===== config.mk =====
export PLATFORM = sky130hd
export DESIGN_NAME = shifter_pipe
export DESIGN_NICKNAME = d
export VERILOG_FILES = /design/src/rtl/shifter_pkg.sv /design/src/rtl/shifter_stage.sv /design/src/rtl/shifter_pipe.sv
export SDC_FILE = /design/constraint.sdc
export NUM_CORES = 1
export LEC_CHECK = 0
export ABC_CLOCK_PERIOD_IN_PS = 4150
export CORE_ASPECT_RATIO = 0.6
export CORE_MARGIN = 8
export CORE_UTILIZATION = 45
export CTS_CLUSTER_SIZE = 28
export DETAILED_ROUTE_END_ITERATION = 8
export PLACE_DENSITY = 0.64
export SLEW_MARGIN = 5
export SYNTH_ARGS = -nofsm -noshare
export SYNTH_HDL_FRONTEND = slang
export SYNTH_SLANG_ARGS = --single-unit
export TNS_END_PERCENT = 100

===== constraint.sdc =====
create_clock -name clk -period 4.15 [get_ports clk]
set_input_delay 0.83 -clock clk [delete_from_list [all_inputs] [get_ports clk]]
set_output_delay 0.83 -clock clk [all_outputs]
set_load 0.01 [all_outputs]

===== src/rtl/shifter_pkg.sv =====
// shifter_pkg: op encodings, op class helpers and the
// mapping of mux levels onto pipeline register stages.
package shifter_pkg;

    localparam logic [2:0] OP_SRA  = 3'b000;
    localparam logic [2:0] OP_SLL  = 3'b001;
    localparam logic [2:0] OP_SRL  = 3'b010;
    localparam logic [2:0] OP_SLL2 = 3'b011;
    localparam logic [2:0] OP_ROR  = 3'b100;
    localparam logic [2:0] OP_ROL  = 3'b101;

    // register stage that holds mux level k
    function automatic int lvl_stage(input int k, input int stages,
                                     input int shw);
        return (k * stages) / shw;
    endfunction

    // first mux level placed in stage s
    function automatic int first_lvl(input int s, input int stages,
                                     input int shw);
        int n;
        n = 0;
        for (int k = 0; k < shw; k++) begin
            if (lvl_stage(k, stages, shw) < s) n++;
        end
        return n;
    endfunction

    function automatic logic op_left(input logic [2:0] op);
        return (op == OP_SLL) || (op == OP_SLL2) || (op == OP_ROL);
    endfunction

    function automatic logic op_rot(input logic [2:0] op);
        return (op == OP_ROR) || (op == OP_ROL);
    endfunction

    // reserved 11x codes fall through to SRL
    function automatic logic op_arith(input logic [2:0] op);
        return op == OP_SRA;
    endfunction

endpackage


===== src/rtl/shifter_stage.sv =====
// shifter_stage: one pipeline stage holding NUM_LVL mux levels
// starting at FIRST_LVL, plus valid and payload registers.
// Ports: src_valid_i/adv_i handshake in, payload in (data,
// shamt, op, carry), valid_o/load_o, registered payload out,
// zero_o = mux result is zero (feeds the output zero flag).
module shifter_stage #(
    parameter int WIDTH     = 32,
    parameter int SHW       = 5,
    parameter int FIRST_LVL = 0,
    parameter int NUM_LVL   = 1
) (
    input  logic             clk,
    input  logic             rst,
    input  logic             flush,
    input  logic             src_valid_i,
    input  logic             adv_i,
    input  logic [WIDTH-1:0] data_i,
    input  logic [SHW-1:0]   shamt_i,
    input  logic [2:0]       op_i,
    input  logic             carry_i,
    output logic             valid_o,
    output logic             load_o,
    output logic             zero_o,
    output logic [WIDTH-1:0] data_o,
    output logic [SHW-1:0]   shamt_o,
    output logic [2:0]       op_o,
    output logic             carry_o
);
    import shifter_pkg::*;

    logic             valid_q, valid_d;
    logic [WIDTH-1:0] data_q, data_d;
    logic [SHW-1:0]   shamt_q, shamt_d;
    logic [2:0]       op_q, op_d;
    logic             carry_q, carry_d;
    logic [WIDTH-1:0] mux;

    function automatic logic [WIDTH-1:0] lvl_shift(
        input logic [WIDTH-1:0] x,
        input logic [2:0]       op,
        input int               amt
    );
        logic [WIDTH-1:0] r;
        if (op_rot(op) && op_left(op)) begin
            r = (x << amt) | (x >> (WIDTH - amt));
        end else if (op_rot(op)) begin
            r = (x >> amt) | (x << (WIDTH - amt));
        end else if (op_left(op)) begin
            r = x << amt;
        end else if (op_arith(op)) begin
            // msb is preserved by every level, so it stays the sign
            r = $signed(x) >>> amt;
        end else begin
            r = x >> amt;
        end
        return r;
    endfunction

    always_comb begin
        mux = data_i;
        for (int j = 0; j < NUM_LVL; j++) begin
            if (shamt_i[FIRST_LVL + j]) begin
                mux = lvl_shift(mux, op_i, 1 << (FIRST_LVL + j));
            end
        end
    end

    assign load_o = adv_i && src_valid_i && !flush;
    assign zero_o = (mux == '0);

    always_comb begin
        valid_d = valid_q;
        data_d  = data_q;
        shamt_d = shamt_q;
        op_d    = op_q;
        carry_d = carry_q;
        if (flush) begin
            valid_d = 1'b0;
        end else if (adv_i) begin
            valid_d = src_valid_i;
        end
        // payload only moves when a real op enters the stage
        if (load_o) begin
            data_d  = mux;
            shamt_d = shamt_i;
            op_d    = op_i;
            carry_d = carry_i;
        end
    end

    always_ff @(posedge clk or posedge rst) begin
        if (rst) begin
            valid_q <= 1'b0;
            data_q  <= '0;
            shamt_q <= '0;
            op_q    <= '0;
            carry_q <= 1'b0;
        end else begin
            valid_q <= valid_d;
            data_q  <= data_d;
            shamt_q <= shamt_d;
            op_q    <= op_d;
            carry_q <= carry_d;
        end
    end

    assign valid_o = valid_q;
    assign data_o  = data_q;
    assign shamt_o = shamt_q;
    assign op_o    = op_q;
    assign carry_o = carry_q;

endmodule


===== src/rtl/shifter_pipe.sv =====
// shifter_pipe: pipelined barrel shifter (SRA/SRL/SLL/ROR/ROL)
// with carry-out and zero flag, STAGES register stages.
// Ports: clk, rst (async high), flush; in_valid/in_ready with
// in_a, in_shamt, in_op; out_valid/out_ready with out_data,
// out_carry, out_zero.
module shifter_pipe #(
    parameter int  WIDTH  = 32,
    parameter int  STAGES = 2,
    localparam int SHW    = $clog2(WIDTH)
) (
    input  logic             clk,
    input  logic             rst,
    input  logic             flush,
    input  logic             in_valid,
    output logic             in_ready,
    input  logic [WIDTH-1:0] in_a,
    input  logic [SHW-1:0]   in_shamt,
    input  logic [2:0]       in_op,
    output logic             out_valid,
    input  logic             out_ready,
    output logic [WIDTH-1:0] out_data,
    output logic             out_carry,
    output logic             out_zero
);
    import shifter_pkg::*;

    logic [STAGES:0]   adv;
    logic [STAGES-1:0] vq, cq, load_w, zero_c;
    logic [STAGES-1:0] src_v, src_c;
    logic [WIDTH-1:0]  src_d [STAGES];
    logic [SHW-1:0]    src_s [STAGES];
    logic [2:0]        src_o [STAGES];
    logic [WIDTH-1:0]  dq [STAGES];
    logic [SHW-1:0]    sq [STAGES];
    logic [2:0]        oq [STAGES];
    logic [SHW-1:0]    sh_m1, sh_neg;
    logic              carry0;
    logic              zero_q, zero_d;
    logic              unused_w;

    // a stage can take new work if empty or its successor moves
    always_comb begin
        adv[STAGES] = out_ready;
        for (int i = STAGES - 1; i >= 0; i--) begin
            adv[i] = !vq[i] || adv[i+1];
        end
    end

    assign in_ready = adv[0] && !flush && !rst;

    // carry depends only on operand and amount, so it is
    // resolved up front and rides along with the data
    always_comb begin
        sh_m1  = in_shamt - SHW'(1);
        sh_neg = SHW'(0) - in_shamt;
        carry0 = 1'b0;
        if (in_shamt != '0) begin
            carry0 = op_left(in_op) ? in_a[sh_neg] : in_a[sh_m1];
        end
    end

    always_comb begin
        src_v[0] = in_valid && in_ready;
        src_c[0] = carry0;
        src_d[0] = in_a;
        src_s[0] = in_shamt;
        src_o[0] = in_op;
        for (int i = 1; i < STAGES; i++) begin
            src_v[i] = vq[i-1];
            src_c[i] = cq[i-1];
            src_d[i] = dq[i-1];
            src_s[i] = sq[i-1];
            src_o[i] = oq[i-1];
        end
    end

    for (genvar g = 0; g < STAGES; g++) begin : g_stage
        localparam int FL = first_lvl(g, STAGES, SHW);
        localparam int NL = first_lvl(g + 1, STAGES, SHW) - FL;
        shifter_stage #(
            .WIDTH(WIDTH), .SHW(SHW),
            .FIRST_LVL(FL), .NUM_LVL(NL)
        ) u_stage (
            .clk(clk), .rst(rst), .flush(flush),
            .src_valid_i(src_v[g]), .adv_i(adv[g]),
            .data_i(src_d[g]), .shamt_i(src_s[g]),
            .op_i(src_o[g]), .carry_i(src_c[g]),
            .valid_o(vq[g]), .load_o(load_w[g]),
            .zero_o(zero_c[g]), .data_o(dq[g]),
            .shamt_o(sq[g]), .op_o(oq[g]), .carry_o(cq[g])
        );
    end

    always_comb begin
        zero_d = zero_q;
        if (load_w[STAGES-1]) zero_d = zero_c[STAGES-1];
    end

    always_ff @(posedge clk or posedge rst) begin
        if (rst) zero_q <= 1'b0;
        else     zero_q <= zero_d;
    end

    assign out_valid = vq[STAGES-1];
    assign out_data  = dq[STAGES-1];
    assign out_carry = cq[STAGES-1];
    assign out_zero  = zero_q;

    // last-stage shamt/op and early-stage flags have no consumer
    assign unused_w = ^{zero_c, load_w, sq[STAGES-1], oq[STAGES-1]};

endmodule


==> impl_results.md <==
- Net Sw Power: 1360 uW
- Max-cap violations: 0
- Total number of placement rows: 35
- Sinks on Clock Net: 74
- Net count reported at finish: 920
- Cell area power density: 427 nW/um^2
- Fraction of the core area covered by cells at the end of the flow: 0.527
- CP required: 4420 ps
- Peak clock frequency supported by timing: 0.303 GHz
- Num ports: 81
- Proportion of power drawn by combinational gates: 0.453
- Startpoint of the most critical hold path: g_stage[1].u_stage.data_o[2]
- Relative area change from synthesis to final layout: 13.5%
- Post-Syn Area: 7180 um^2
- Nets in the synthesized netlist: 917
- Count of unresolved DRC violations after routing: 0
- Number of buffer cells added on primary ports: 80
- Post-detailed-route count of antenna-violating nets: 0
- Final Cycle Share: 0.795
- Horizontal die dimension: 179 um
- Internal power: 2120 uW
- First drt pass iteration count: 6
- Reg2Reg Capture Point: out_zero
- RSZ-0062 raised after global routing: no
- Gr ovfl total: 0
- Syn_area_per_cell: 8.25 um^2
- Sequential standard cell area: 1850 um^2
- Die Y: 114 um
- Type of the setup path with the least slack: in2reg
- Post-synth cell types: 73
- Switching portion of total power: 0.390
- Power share of the clock group: 0.231
- H-tree depth reported by CTS: 3
- Area share of the largest cell type after synthesis: 0.258
- Classification of the worst-slack hold path: reg2reg
- Actual transition at the worst max-transition pin: 985 ps
- Yosys reg bits: 74
- Crit Reg-Reg Startpoint: g_stage[0].u_stage.op_o[0]
- Proportion of synthesized chip area in sequential cells: 0.258
- Worst slack at placement: 613 ps
- Proportion of layout cells with a drive suffix above 1: 0.138
- Worst Path Arrival: 3560 ps
- Number of filler cells placed in the layout: 1421
- Synthesized instance count: 870
- Remaining max-slew budget at the tightest pin: 0.342
- Kind of launch point of the worst setup path: input pin
- Share of async-settable or async-resettable flops after synthesis: 1.00
- First-pass GRT wire length: 40300 um
- Die Outline Area: 20400 um^2
- Final Max Slew Viols: 0
- Final Hold Violating Endpoints: 0
- Cell types occupying the most area after synthesis: dfrtp_1, mux4_2, nand2_1
- Largest area contributor in the netlist: dfrtp_1
- Total Power: 3480 uW
- Post-CTS Resized: 0
- Final GP Congestion: 0.928
- Number of hold buffers added after CTS: 0
- Initial core utilization: 0.464
- Total core area: 15500 um^2
- Worst setup path startpoint: in_op[1]
- Critical Path Fanout Max: 27
- Overall routed net length: 25100 um
- Wirelength per Cell: 23.2 um
- Total setup buffers inserted after CTS: 0
- Clock tree skew after final layout: 5.38 ps
- Clock tree from TritonCTS: done
- Routed via count: 7372
- Hold-critical path endpoint: g_stage[1].u_stage.data_o[2]
- Diode insertion count for antenna repair: 0
- Number of endpoints failing setup at the final stage: 0
- Area of combinational cells with multiple inputs: 4700 um^2
- Sequential cell fraction of total power: 0.316
- Commonest register cell after synthesis: dfrtp_1
- Maximum number of pins on one net before global-route repair: 90
- Buffers from clock root to sink, at most: 2
- Number of enable flip-flop cells after synthesis: 0
- Hold slack: 490 ps
- Commonest cells in the netlist: nand2_1, nor2_1, a21oi_1, dfrtp_1
- FF-to-FF setup slack: 1070 ps
- Library cell used as clock root buffer: clkbuf_16
- Result of the run: complete, no violations
- TNS Setup: 0 ps
- Worst reg-to-reg path cell count: 7
- Yosys warning count: 0
- Crit path setup slack, layout: 853 ps
- Worst ir drop on vdd: 0.000231 V
- Number of stages on the worst hold path: 1
- Count of routing violations after the opening detailed-route iteration: 1139
- GRT Resource Usage Total: 0.248
- Final Critical Period: 3300 ps
- Via count of the first global-routing pass: 6834
- Antenna violations before repair: 0
- Clock latency of the later-clocked register in the worst-skew pair: 340 ps
- Placed wire-length estimate after detailed placement: 18700 um
- Reg clk slew, reported paths: 60 ps
- Via count normalized by instance count: 6.82
- Most frequently used cell type in the post-synthesis netlist: nand2_1
- Element type at the critical path end: register
- Cell leakage power: 0.00312 uW
- Number of CTS-inserted buffers: 9
-- power groups by stage --
stage               Sequential, uW  Combinational [uW]  Clock (uW)
floorplan                     1030                1130           0
global placement              1100                1520           0
detailed placement            1110                1540           0
CTS                           1100                1540         808
global route                  1130                1690         847
finish                        1100                1580         805
-- worst max-delay path by stage --
stage                                               end  slack (ps)  cells past startpoint
after detailed placement   g_stage[0].u_stage.data_o[7]         610                      8
after global placement     g_stage[0].u_stage.data_o[7]         640                      8
after global routing       g_stage[0].u_stage.data_o[0]         670                      9
final                     g_stage[0].u_stage.data_o[19]         850                      9
after floorplan              g_stage[0].u_stage.carry_o         440                     12
after CTS                                      in_ready         920                      4
-- flip-flops by register name (all words and copies together), names as in the netlist --
register	count
g_stage.u_stage.op_o	3
out_zero	1
g_stage.u_stage.carry_o	2
g_stage.u_stage.shamt_o	2
g_stage.u_stage.valid_o	2
g_stage.u_stage.data_o	64
-- cell type report --
type,count,share of cell area
Inverter,11,0.00507
Clock buffer,10,0.0293
Clock inverter,6,0.00799
Timing Repair Buffer,104,0.122
Sequential cell,74,0.227
Multi-Input combinational cell,673,0.577
Tap cell,203,0.0312
-- per-layer routing --
| metal | global-route usage | vias up | part of all wire | wire (um) |
|---|---|---|---|---|
| met5 | 0 | - | 0 | 0 |
| met2 | 0.318 | 488 | 0.39 | 9880 |
| met4 | 0.0373 | 0 | 0.0091 | 228 |
| met3 | 0.0808 | 32 | 0.15 | 3670 |
| met1 | 0.392 | 3598 | 0.45 | 11300 |
| li1 | - | 3254 | - | - |
-- worst max-delay path, cell delays in order --
cell	delay, ps
clkdlybuf4s50_1	650
a21bo_2	560
buf_4	410
nand2_1	90
a311oi_1	270
a21oi_1	110
o21ai_0	410
a31oi_1	80
nor2_1	130
-- stage by stage --
step                area, um^2  cells
finish                    8150   1081
global route              8150   1081
CTS                       8150   1081
detailed placement        7840   1065
global placement          7840   1065
floorplan                 7180    870
-- layout by cell type (no fill, tap or decap), types with 4 or more instances in the layout --
cell type        synthesis  final
inv_1                   10      9
mux4_2                  41     41
a22o_1                   7      7
clkdlybuf4s50_1          0     78
a221oi_1                 8      8
nand2b_1                 5      5
dfrtp_1                 74     74
and2_1                   8      8
buf_4                   35     22
nor2_1                 107    106
a31oi_1                 19     19
o221ai_1                12     12
a21oi_1                 79     79
o21ai_1                  4      4
o2bb2ai_1               10     10
nor3_1                   8      8
o21a_1                  12     12
a311oi_1                26     26
clkbuf_16                0      9
nand2_1                139    139
a221o_1                 15     15
a211oi_1                10     10
mux2_2                  21     21
o21ai_0                 48     48
mux2i_1                  8      8
o22a_1                  11     11
o22ai_1                  6      6
-- cells by family (layout without fill, tap and decap cells) --
family	Yosys count	count (layout)	synth area share
and+or+nand+nor	293	293	0.172
adders and majority gates	2	2	0.00349
buffers and inverters	123	131	0.0894
AOI/OAI and AO/OA	304	304	0.299
xor gates and xnor gates	4	4	0.00593
DFF	74	74	0.258
muxes	70	70	0.173
Note: power is estimated with default switching activity, not from simulation.
